## src/rtl/stall_ctrl_gen_if.sv

```systemverilog
// Decode-side bundle between the pipeline and the stall controller.
// master = pipeline (drives opcode/resume), slave = stall controller.
interface stall_ctrl_gen_if #(
    parameter int unsigned OP_W  = 6,
    parameter int unsigned CNT_W = 16
);
    logic [OP_W-1:0]  op;
    logic             resume;
    logic             stall;
    logic             stall_pm;
    logic             halted;
    logic [CNT_W-1:0] stall_cnt;

    modport master (
        output op,
        output resume,
        input  stall,
        input  stall_pm,
        input  halted,
        input  stall_cnt
    );

    modport slave (
        input  op,
        input  resume,
        output stall,
        output stall_pm,
        output halted,
        output stall_cnt
    );
endinterface

```

## src/rtl/stall_ctrl_gen.sv

```systemverilog
// Pipeline stall controller: decodes jump/load/halt opcodes, holds stall for a
// per-class cycle count, latches halt until resume, and counts stall cycles.
module stall_ctrl_gen #(
    parameter int unsigned     OP_W     = 6,
    parameter logic [OP_W-1:0] JMP_MASK = 6'b111100,
    parameter logic [OP_W-1:0] JMP_VAL  = 6'b011100,
    parameter logic [OP_W-1:0] LD_MASK  = 6'b111111,
    parameter logic [OP_W-1:0] LD_VAL   = 6'b010100,
    parameter logic [OP_W-1:0] HLT_VAL  = 6'b010001,
    parameter int unsigned     JMP_CYC  = 2,
    parameter int unsigned     LD_CYC   = 1,
    parameter int unsigned     CNT_W    = 16
) (
    input  logic            clk,
    input  logic            reset,
    stall_ctrl_gen_if.slave bus
);
    localparam int unsigned MAX_CYC = (JMP_CYC > LD_CYC) ? JMP_CYC : LD_CYC;
    localparam int unsigned REM_W   = (MAX_CYC > 2) ? $clog2(MAX_CYC) : 1;
    localparam logic [REM_W-1:0] JMP_REM = REM_W'((JMP_CYC > 1) ? JMP_CYC - 2 : 0);
    localparam logic [REM_W-1:0] LD_REM  = REM_W'((LD_CYC > 1) ? LD_CYC - 2 : 0);

    typedef enum logic [1:0] {IDLE, JSTALL, LSTALL, HALT} state_t;

    state_t           state_q;
    logic             armed_q;
    logic [REM_W-1:0] rem_q;
    logic             stall_pm_q;
    logic             halted_q;
    logic [CNT_W-1:0] cnt_q;
    logic [CNT_W-1:0] cnt_d;

    logic hit_hlt;
    logic hit_jmp;
    logic hit_ld;
    logic stall_raw;
    logic stall_c;

    always_comb begin
        hit_hlt = (bus.op == HLT_VAL);
        hit_jmp = ((bus.op & JMP_MASK) == JMP_VAL);
        hit_ld  = ((bus.op & LD_MASK) == LD_VAL);
        if (state_q == IDLE) begin
            stall_raw = armed_q & (hit_hlt | hit_jmp | hit_ld);
        end else begin
            stall_raw = 1'b1;
        end
        // Gating with the async reset drops stall the moment reset asserts.
        stall_c = stall_raw & reset;
        cnt_d   = (stall_c && (cnt_q != '1)) ? cnt_q + 1'b1 : cnt_q;
    end

    always_ff @(posedge clk or negedge reset) begin
        if (!reset) begin
            state_q    <= IDLE;
            armed_q    <= 1'b1;
            rem_q      <= '0;
            stall_pm_q <= 1'b0;
            halted_q   <= 1'b0;
            cnt_q      <= '0;
        end else begin
            stall_pm_q <= stall_c;
            cnt_q      <= cnt_d;
            case (state_q)
                IDLE: begin
                    // A disarmed IDLE cycle lets the stalled instruction issue.
                    if (!armed_q) begin
                        armed_q <= 1'b1;
                    end else if (hit_hlt) begin
                        state_q  <= HALT;
                        halted_q <= 1'b1;
                    end else if (hit_jmp) begin
                        if (JMP_CYC == 1) begin
                            armed_q <= 1'b0;
                        end else begin
                            state_q <= JSTALL;
                            rem_q   <= JMP_REM;
                        end
                    end else if (hit_ld) begin
                        if (LD_CYC == 1) begin
                            armed_q <= 1'b0;
                        end else begin
                            state_q <= LSTALL;
                            rem_q   <= LD_REM;
                        end
                    end
                end
                JSTALL, LSTALL: begin
                    if (rem_q == '0) begin
                        state_q <= IDLE;
                        armed_q <= 1'b0;
                    end else begin
                        rem_q <= rem_q - 1'b1;
                    end
                end
                HALT: begin
                    if (bus.resume) begin
                        state_q  <= IDLE;
                        armed_q  <= 1'b0;
                        halted_q <= 1'b0;
                    end
                end
                default: begin
                    state_q <= IDLE;
                    armed_q <= 1'b1;
                end
            endcase
        end
    end

    assign bus.stall     = stall_c;
    assign bus.stall_pm  = stall_pm_q;
    assign bus.halted    = halted_q;
    assign bus.stall_cnt = cnt_q;

endmodule

```

## src/flat_wrapper.sv

```systemverilog
// flat-port wrapper written by rule: the top's interface ports become plain ports
module stall_ctrl_gen_flat 
#(
    parameter int unsigned     OP_W     = 6,
    parameter logic [OP_W-1:0] JMP_MASK = 6'b111100,
    parameter logic [OP_W-1:0] JMP_VAL  = 6'b011100,
    parameter logic [OP_W-1:0] LD_MASK  = 6'b111111,
    parameter logic [OP_W-1:0] LD_VAL   = 6'b010100,
    parameter logic [OP_W-1:0] HLT_VAL  = 6'b010001,
    parameter int unsigned     JMP_CYC  = 2,
    parameter int unsigned     LD_CYC   = 1,
    parameter int unsigned     CNT_W    = 16
)
  (clk, reset, bus_op, bus_resume, bus_stall, bus_stall_pm, bus_halted, bus_stall_cnt);
  stall_ctrl_gen_if #(.OP_W(OP_W), .CNT_W(CNT_W)) bus_i ();
  input  logic clk;
  input  logic reset;
  input wire logic [$bits(bus_i.op)-1:0] bus_op;
  input wire logic [$bits(bus_i.resume)-1:0] bus_resume;
  output wire logic [$bits(bus_i.stall)-1:0] bus_stall;
  output wire logic [$bits(bus_i.stall_pm)-1:0] bus_stall_pm;
  output wire logic [$bits(bus_i.halted)-1:0] bus_halted;
  output wire logic [$bits(bus_i.stall_cnt)-1:0] bus_stall_cnt;
  assign bus_i.op = bus_op;
  assign bus_i.resume = bus_resume;
  assign bus_stall = bus_i.stall;
  assign bus_stall_pm = bus_i.stall_pm;
  assign bus_halted = bus_i.halted;
  assign bus_stall_cnt = bus_i.stall_cnt;
  stall_ctrl_gen #(.OP_W(OP_W), .JMP_MASK(JMP_MASK), .JMP_VAL(JMP_VAL), .LD_MASK(LD_MASK), .LD_VAL(LD_VAL), .HLT_VAL(HLT_VAL), .JMP_CYC(JMP_CYC), .LD_CYC(LD_CYC), .CNT_W(CNT_W)) u_core (.clk(clk), .reset(reset), .bus(bus_i));
endmodule
```

## config.mk

```make
export PLATFORM = sky130hd
export DESIGN_NAME = stall_ctrl_gen_flat
export DESIGN_NICKNAME = d
export VERILOG_FILES = /design/src/rtl/stall_ctrl_gen_if.sv /design/src/rtl/stall_ctrl_gen.sv /design/src/flat_wrapper.sv
export SDC_FILE = /design/constraint.sdc
export NUM_CORES = 1
export LEC_CHECK = 0
export ABC_CLOCK_PERIOD_IN_PS = 4700
export BUFFER_PORTS_ARGS = -buffer_cell sky130_fd_sc_hd__buf_2
export CORE_MARGIN = 2
export CORE_UTILIZATION = 44
export CTS_BUF_LIST = sky130_fd_sc_hd__clkbuf_4 sky130_fd_sc_hd__clkbuf_8 sky130_fd_sc_hd__clkbuf_16
export DETAILED_ROUTE_END_ITERATION = 6
export PLACE_DENSITY_LB_ADDON = 0.05
export SLEW_MARGIN = 10
export SYNTH_ARGS = -nofsm -noshare
export SYNTH_HDL_FRONTEND = slang
export SYNTH_SLANG_ARGS = --single-unit
```

## constraint.sdc

```tcl
create_clock -name clk -period 4.7 [get_ports clk]
set_input_delay 0.94 -clock clk [delete_from_list [all_inputs] [get_ports clk]]
set_output_delay 0.94 -clock clk [all_outputs]
set_load 0.02 [all_outputs]
```

==> flow_summary.yaml, run 1 <==
cells_and_area:
  antenna_cells: 0
  area_delta_synth_final_pct: 19.09
  drive_gt1_share_pct: 31.01
  fin_util_pct: 55.91
  finalNetCount: 140
setup_path:
  cp.arrival_ns: 2.11
  start_kind: "input port"
  criticalPathCategory: "input port to output port"
  cp_slowest_cell: "nor4_1"
  crit_top_cell: "buf_2"
  crit_required_ns: 3.76
  worstPathCellList: "buf_2 > nand3b_1 > nor4_1 > o41ai_2 > buf_4 > inv_1 > buf_2"
  critPathCaptureType: "output port"
  max_stage_delay_ns: 0.33
  path_max_fanout: 16
floorplan:
  ios: 28
  die_area_um2: 2789
  die_x_um: 52.82
  rows: 17
  die_height_um: 52.82
  coreArea_um2: 2233
  start_util_pct: 46.95
pwr:
  clockPowerShare_pct: 23.7
  pwr-share-comb_pct: 20.4
  p_switching_mw: 0.1207
  p_int_mw: 0.2686
  power_leakage_nw: 0.6800
  swShare_pct: 31.00
  max-vdd-ir-drop_v: 0.0002088
  power_density_nw_per_um2: 311.8
  sequentialPowerShare_pct: 55.9
global_routing:
  antenna_found_initial: 0
  track_usage_pct: 15.33
  grt_pass1_wl_um: 3187
  grt_overflow: 0
  grt_pass1_vias: 741
  grt_max_degree: 23
sta:
  layout_min_cycle_time_ns: 3.047
  fin_crit_sh_pct: 64.83
  finalHoldViolCount: 0
  clock_skew_ns: 0.005576
  setup_viol_count_final: 0
  tns_ns: 0
  setup_slack_ns: 1.653
  hold_ws_ns: 0.5012
  worst_pin_slew_ns: 0.4770
  drv_slew: 0
  fmax_mhz: 328.2
  rsz0062_at_grt: "no"
  slew_headroom_pct: 67.96
yosys:
  ys_types: 25
  ys_ff_latch: 21
  synth_top_area_share_pct: 47.73
  syn_inst: 98
  synth_seq_area_share_pct: 50.24
  synth_fp_nets: 108
  synth_top_area_cell: "dfrtp_1"
  synth_area_um2: 1049
  ys_top_cells_by_area: "dfrtp_1, xor2_1, nand2_1, nor4_4, nor4_1"
  synth_area_per_cell_um2: 10.70
  yosys_warnings: 0
clocking:
  cts_root_buffer: "clkbuf_4"
  clock-sinks: 21
  clk_pin_slew_ns: 0.11
  clock_path_buffers: 2
  cts_hold_buf: 0
  numCtsBuffers: 3
  cts-resized-gates: 0
  clk_latency_ns: 0.30
  cts_tree: "yes"
  post_cts_buffers: 0
  htree_levels: 1
placement:
  io_buffers: 27
  hpwl_um: 1416
  place_congestion: 0.7150
  dp_slack_ns: 1.638
drt:
  drtPass1Iterations: 4
  antenna_left: 0
  wirelength_um: 1894
  drc: 0
  vias_per_cell: 5.140
  wl_per_cell_um: 12.06
  vias: 807
  drt_iter0_markers: 11
worst_hold_path:
  hold_class: "flip-flop to flip-flop"
flow_run:
  drv_cap: 0
run_status:
  run_status: "finished clean"
[final cells by class]
class,instances,area (µm²)
clock buffer,4,30.03
fill,216,984.7
inverter,5,18.77
multi-input combinational,71,495.5
sequential,21,526.8
tap,28,35.03
timing repair buffer,28,142.6
[power by group through the flow]
stage,registers [mW],clock network [mW],logic [mW]
after floorplan,0.240,0,0.0293
after global placement,0.221,0,0.0794
after detailed placement,0.222,0,0.0801
after CTS,0.218,0.0953,0.0806
after global routing,0.221,0.102,0.0863
final,0.218,0.0923,0.0794
[layout by cell type (no fill, tap or decap), types with 2 or more instances in the layout]
| cell type | netlist | layout |
|---|---|---|
| buf_2 | 0 | 27 |
| clkbuf_4 | 0 | 4 |
| dfrtp_1 | 20 | 20 |
| inv_1 | 5 | 5 |
| nand2_1 | 12 | 12 |
| nand3_1 | 5 | 5 |
| nand4_1 | 3 | 3 |
| nor2_1 | 5 | 5 |
| nor3_1 | 7 | 7 |
| nor3b_1 | 3 | 3 |
| nor4_1 | 6 | 6 |
| nor4_4 | 2 | 2 |
| o21ai_0 | 2 | 2 |
| xnor2_1 | 3 | 3 |
| xor2_1 | 13 | 13 |
[registers in the layout (all words and copies together) (netlist names)]
signal,count
u_core.bus.halted,1
u_core.armed_q,1
u_core.bus.stall_cnt,16
u_core.bus.stall_pm,1
u_core.state_q,2
[Yosys cell counts]
master    count
a21oi_1       1
a311oi_1      1
a31o_2        1
and3_1        1
buf_4         1
dfrtp_1      20
dfstp_2       1
ha_1          1
inv_1         5
mux2_2        1
nand2_1      12
nand3_1       5
nand3b_1      1
nand4_1       3
nand4_2       1
nor2_1        5
nor3_1        7
nor3b_1       3
nor4_1        6
nor4_4        2
o21ai_0       2
o41ai_2       1
or3_4         1
xnor2_1       3
xor2_1       13
[critical path, delay by kind of cell]
| kind | cells | cell delay (ns) |
|---|---|---|
| buf+inv | 4 | 0.54 |
| simple gates | 2 | 0.51 |
| compound gates | 1 | 0.11 |
[routing by layer]
metal  global-route usage, %  wire [µm]  up-vias
met5                       0          0        -
met4                   3.846         12        0
met3                   3.429         96        2
met2                   23.33        862       21
met1                   21.96        922      369
li1                        -          -      415
[metrics by stage]
step / cells / power (mW) / cell area [µm²]
2_1_floorplan: 98 / 0.2692 / 1049
3_3_place_gp: 153 / 0.3009 / 1219
3_5_place_dp: 153 / 0.3018 / 1219
4_1_cts: 157 / 0.3942 / 1249
5_1_grt: 157 / 0.4101 / 1249
6_report: 157 / 0.3893 / 1249
[logic make-up (layout without fill, tap and decap cells)]
kind of cell	Yosys count	in the layout	share of synthesized area, %
buffers and inverters	6	37	2.506
AND/OR/NAND/NOR	47	47	26.97
adder cells (fa/ha/maj)	1	1	1.193
XOR/XNOR	16	16	13.37
multiplexers	1	1	1.074
flip-flops	21	21	50.24
AO/OA/AOI/OAI	6	6	4.654
[path summary, 6_finish.rpt]
path                                                      start  cells after the start  slack [ns]                                   end
max                                                   bus_op[5]                      7        1.65                             bus_stall
min in group asynchronous                                 reset                      1        0.58         u_core.bus.halted$_DFFE_PN0P_
min                        u_core.bus.stall_cnt[15]$_DFFE_PN0P_                      1        0.50  u_core.bus.stall_cnt[15]$_DFFE_PN0P_
max in group asynchronous                                 reset                      1        3.77            u_core.armed_q$_DFFE_PN1N_
min reg2reg                u_core.bus.stall_cnt[15]$_DFFE_PN0P_                      1        0.50  u_core.bus.stall_cnt[15]$_DFFE_PN0P_
max reg2reg                          u_core.armed_q$_DFFE_PN1N_                      6        2.70   u_core.bus.stall_cnt[1]$_DFFE_PN0P_
Note: power is estimated with default switching activity, not from simulation.
==> inputs of run 2 (changes only) <==
--- a/config.mk
+++ b/config.mk
@@ -5,7 +5,7 @@
 export SDC_FILE = /design/constraint.sdc
 export NUM_CORES = 1
 export LEC_CHECK = 0
-export ABC_CLOCK_PERIOD_IN_PS = 4700
+export ABC_CLOCK_PERIOD_IN_PS = 2700
 export BUFFER_PORTS_ARGS = -buffer_cell sky130_fd_sc_hd__buf_2
 export CORE_MARGIN = 2
 export CORE_UTILIZATION = 44
==> constraint.sdc (replaced) <==
create_clock -name clk -period 2.7 [get_ports clk]
set_input_delay 0.54 -clock clk [delete_from_list [all_inputs] [get_ports clk]]
set_output_delay 0.54 -clock clk [all_outputs]
set_load 0.02 [all_outputs]
==> flow_summary.yaml, run 2 (synthesized netlist as in run 1, its figures left out) <==
cells_and_area:
  most-common-layout-cells: "buf_2, dfrtp_1, xor2_1"
  area_delta_synth_final_pct: 19.57
  fillers: 215
  antenna_cells: 0
  drive_gt1_share_pct: 31.54
  finalNetCount: 141
  layout_commonest_cell: "buf_2"
  largest_reg_flops: 16
global_routing:
  grt_max_degree: 22
  grt_overflow: 0
  grt_pass1_vias: 784
  track_usage_pct: 16.65
  antenna_found_initial: 0
  grt_pass1_wl_um: 3436
drt:
  drtPass1Iterations: 4
  drc: 0
  wl_per_cell_um: 13.13
  vias: 843
  wirelength_um: 2074
  drt_iter0_markers: 19
  vias_per_cell: 5.335
  antenna_left: 0
floorplan:
  die_height_um: 52.82
  start_util_pct: 46.95
  ios: 28
  die_x_um: 52.82
  coreArea_um2: 2233
  rows: 17
  die_area_um2: 2789
clocking:
  clock_path_buffers: 2
  htree_levels: 1
  clock-sinks: 21
  clk_latency_ns: 0.30
  post_cts_buffers: 0
  cts_hold_buf: 0
  numCtsBuffers: 3
  cts-resized-gates: 0
  cts_tree: "yes"
  cts_root_buffer: "clkbuf_4"
  clk_pin_slew_ns: 0.12
setup_path:
  criticalPathCategory: "input port to output port"
  max_stage_delay_ns: 0.63
  path_max_fanout: 7
  cp.arrival_ns: 1.85
  crit_top_cell: "buf_2"
  crit_required_ns: 2.16
  cp_slowest_cell: "o41ai_2"
  start_kind: "input port"
  critPathCaptureType: "output port"
  worstPathCellList: "buf_2 > xnor2_1 > nor4_1 > o41ai_2 > inv_1 > buf_2"
run_status:
  run_status: "finished clean"
placement:
  place_congestion: 0.7771
  hpwl_um: 1545
  io_buffers: 27
sta:
  worst_pin_slew_ns: 0.6893
  clock_skew_ns: 0.004052
  hold_ws_ns: 0.2152
  setup_viol_count_final: 0
  fin_crit_sh_pct: 88.40
  fmax_mhz: 419.0
  tns_ns: 0
  drv_slew: 0
  slew_headroom_pct: 53.54
  layout_min_cycle_time_ns: 2.387
  rsz0062_at_grt: "no"
  finalHoldViolCount: 0
worst_hold_path:
  hold_class: "input port to async pin"
pwr:
  power_density_nw_per_um2: 540.7
  power_leakage_nw: 0.6841
  max-vdd-ir-drop_v: 0.0004151
  total_power_mw: 0.6779
flow_run:
  drv_cap: 0
## run 2: report_power, final
part,internal [mW],switching (mW),leakage (nW)
Clock,0.0552,0.0988,0.0177
Sequential,0.345,0.0363,0.267
Combinational,0.0573,0.0854,0.399
Total,0.457,0.221,0.684
## run 2: per-layer routing
metal | global-route usage (%) | vias to the layer above | part of all wire (%)
met3 | 4.000 | 4 | 6.5
met2 | 27.50 | 28 | 46
li1 | - | 415 | -
met5 | 0 | - | 0
met4 | 3.419 | 0 | 0.72
met1 | 22.10 | 396 | 47
## run 2: area by class of cell
class	instances	area [µm²]	share of cell area, %
Tap cell	28	35.03	2.794
Inverter	5	18.77	1.497
Timing Repair Buffer	29	150.1	11.98
Clock buffer	3	22.52	1.796
Multi-Input combinational cell	71	495.5	39.52
Sequential cell	21	526.8	42.02
Clock inverter	1	5.005	0.3992
## run 2: worst paths after layout
path	from	end	slack, ns	cells past startpoint
min reg2reg	u_core.bus.stall_cnt[9]$_DFFE_PN0P_	u_core.bus.stall_cnt[9]$_DFFE_PN0P_	0.51	1
max in group asynchronous	reset	u_core.armed_q$_DFFE_PN1N_	2.21	2
max	bus_op[2]	bus_stall	0.31	6
max reg2reg	u_core.armed_q$_DFFE_PN1N_	u_core.bus.stall_cnt[10]$_DFFE_PN0P_	0.71	6
min	reset	u_core.state_q[1]$_DFFE_PN0P_	0.22	2
min in group clk	u_core.bus.stall_cnt[9]$_DFFE_PN0P_	u_core.bus.stall_cnt[9]$_DFFE_PN0P_	0.51	1
## run 2: through the flow
| stage | cell area, µm² | worst slack, ns | cells | util (%) |
|---|---|---|---|---|
| floorplan | 1049 | 0.5637 | 98 | - |
| global placement | 1226 | 0.3632 | 154 | 54.90 |
| detailed placement | 1226 | 0.2892 | 154 | 54.90 |
| CTS | 1254 | 0.2810 | 158 | 56.13 |
| global route | 1254 | 0.09658 | 158 | 56.13 |
| finish | 1254 | 0.3131 | 158 | 56.13 |
## run 2: worst max-delay path: cells and delay by family
family                    cells  cell delay [ns]
AOI/OAI and AO/OA             1             0.63
and+or+nand+nor               1             0.07
buffers and inverters         3             0.42
xor gates and xnor gates      1             0.17
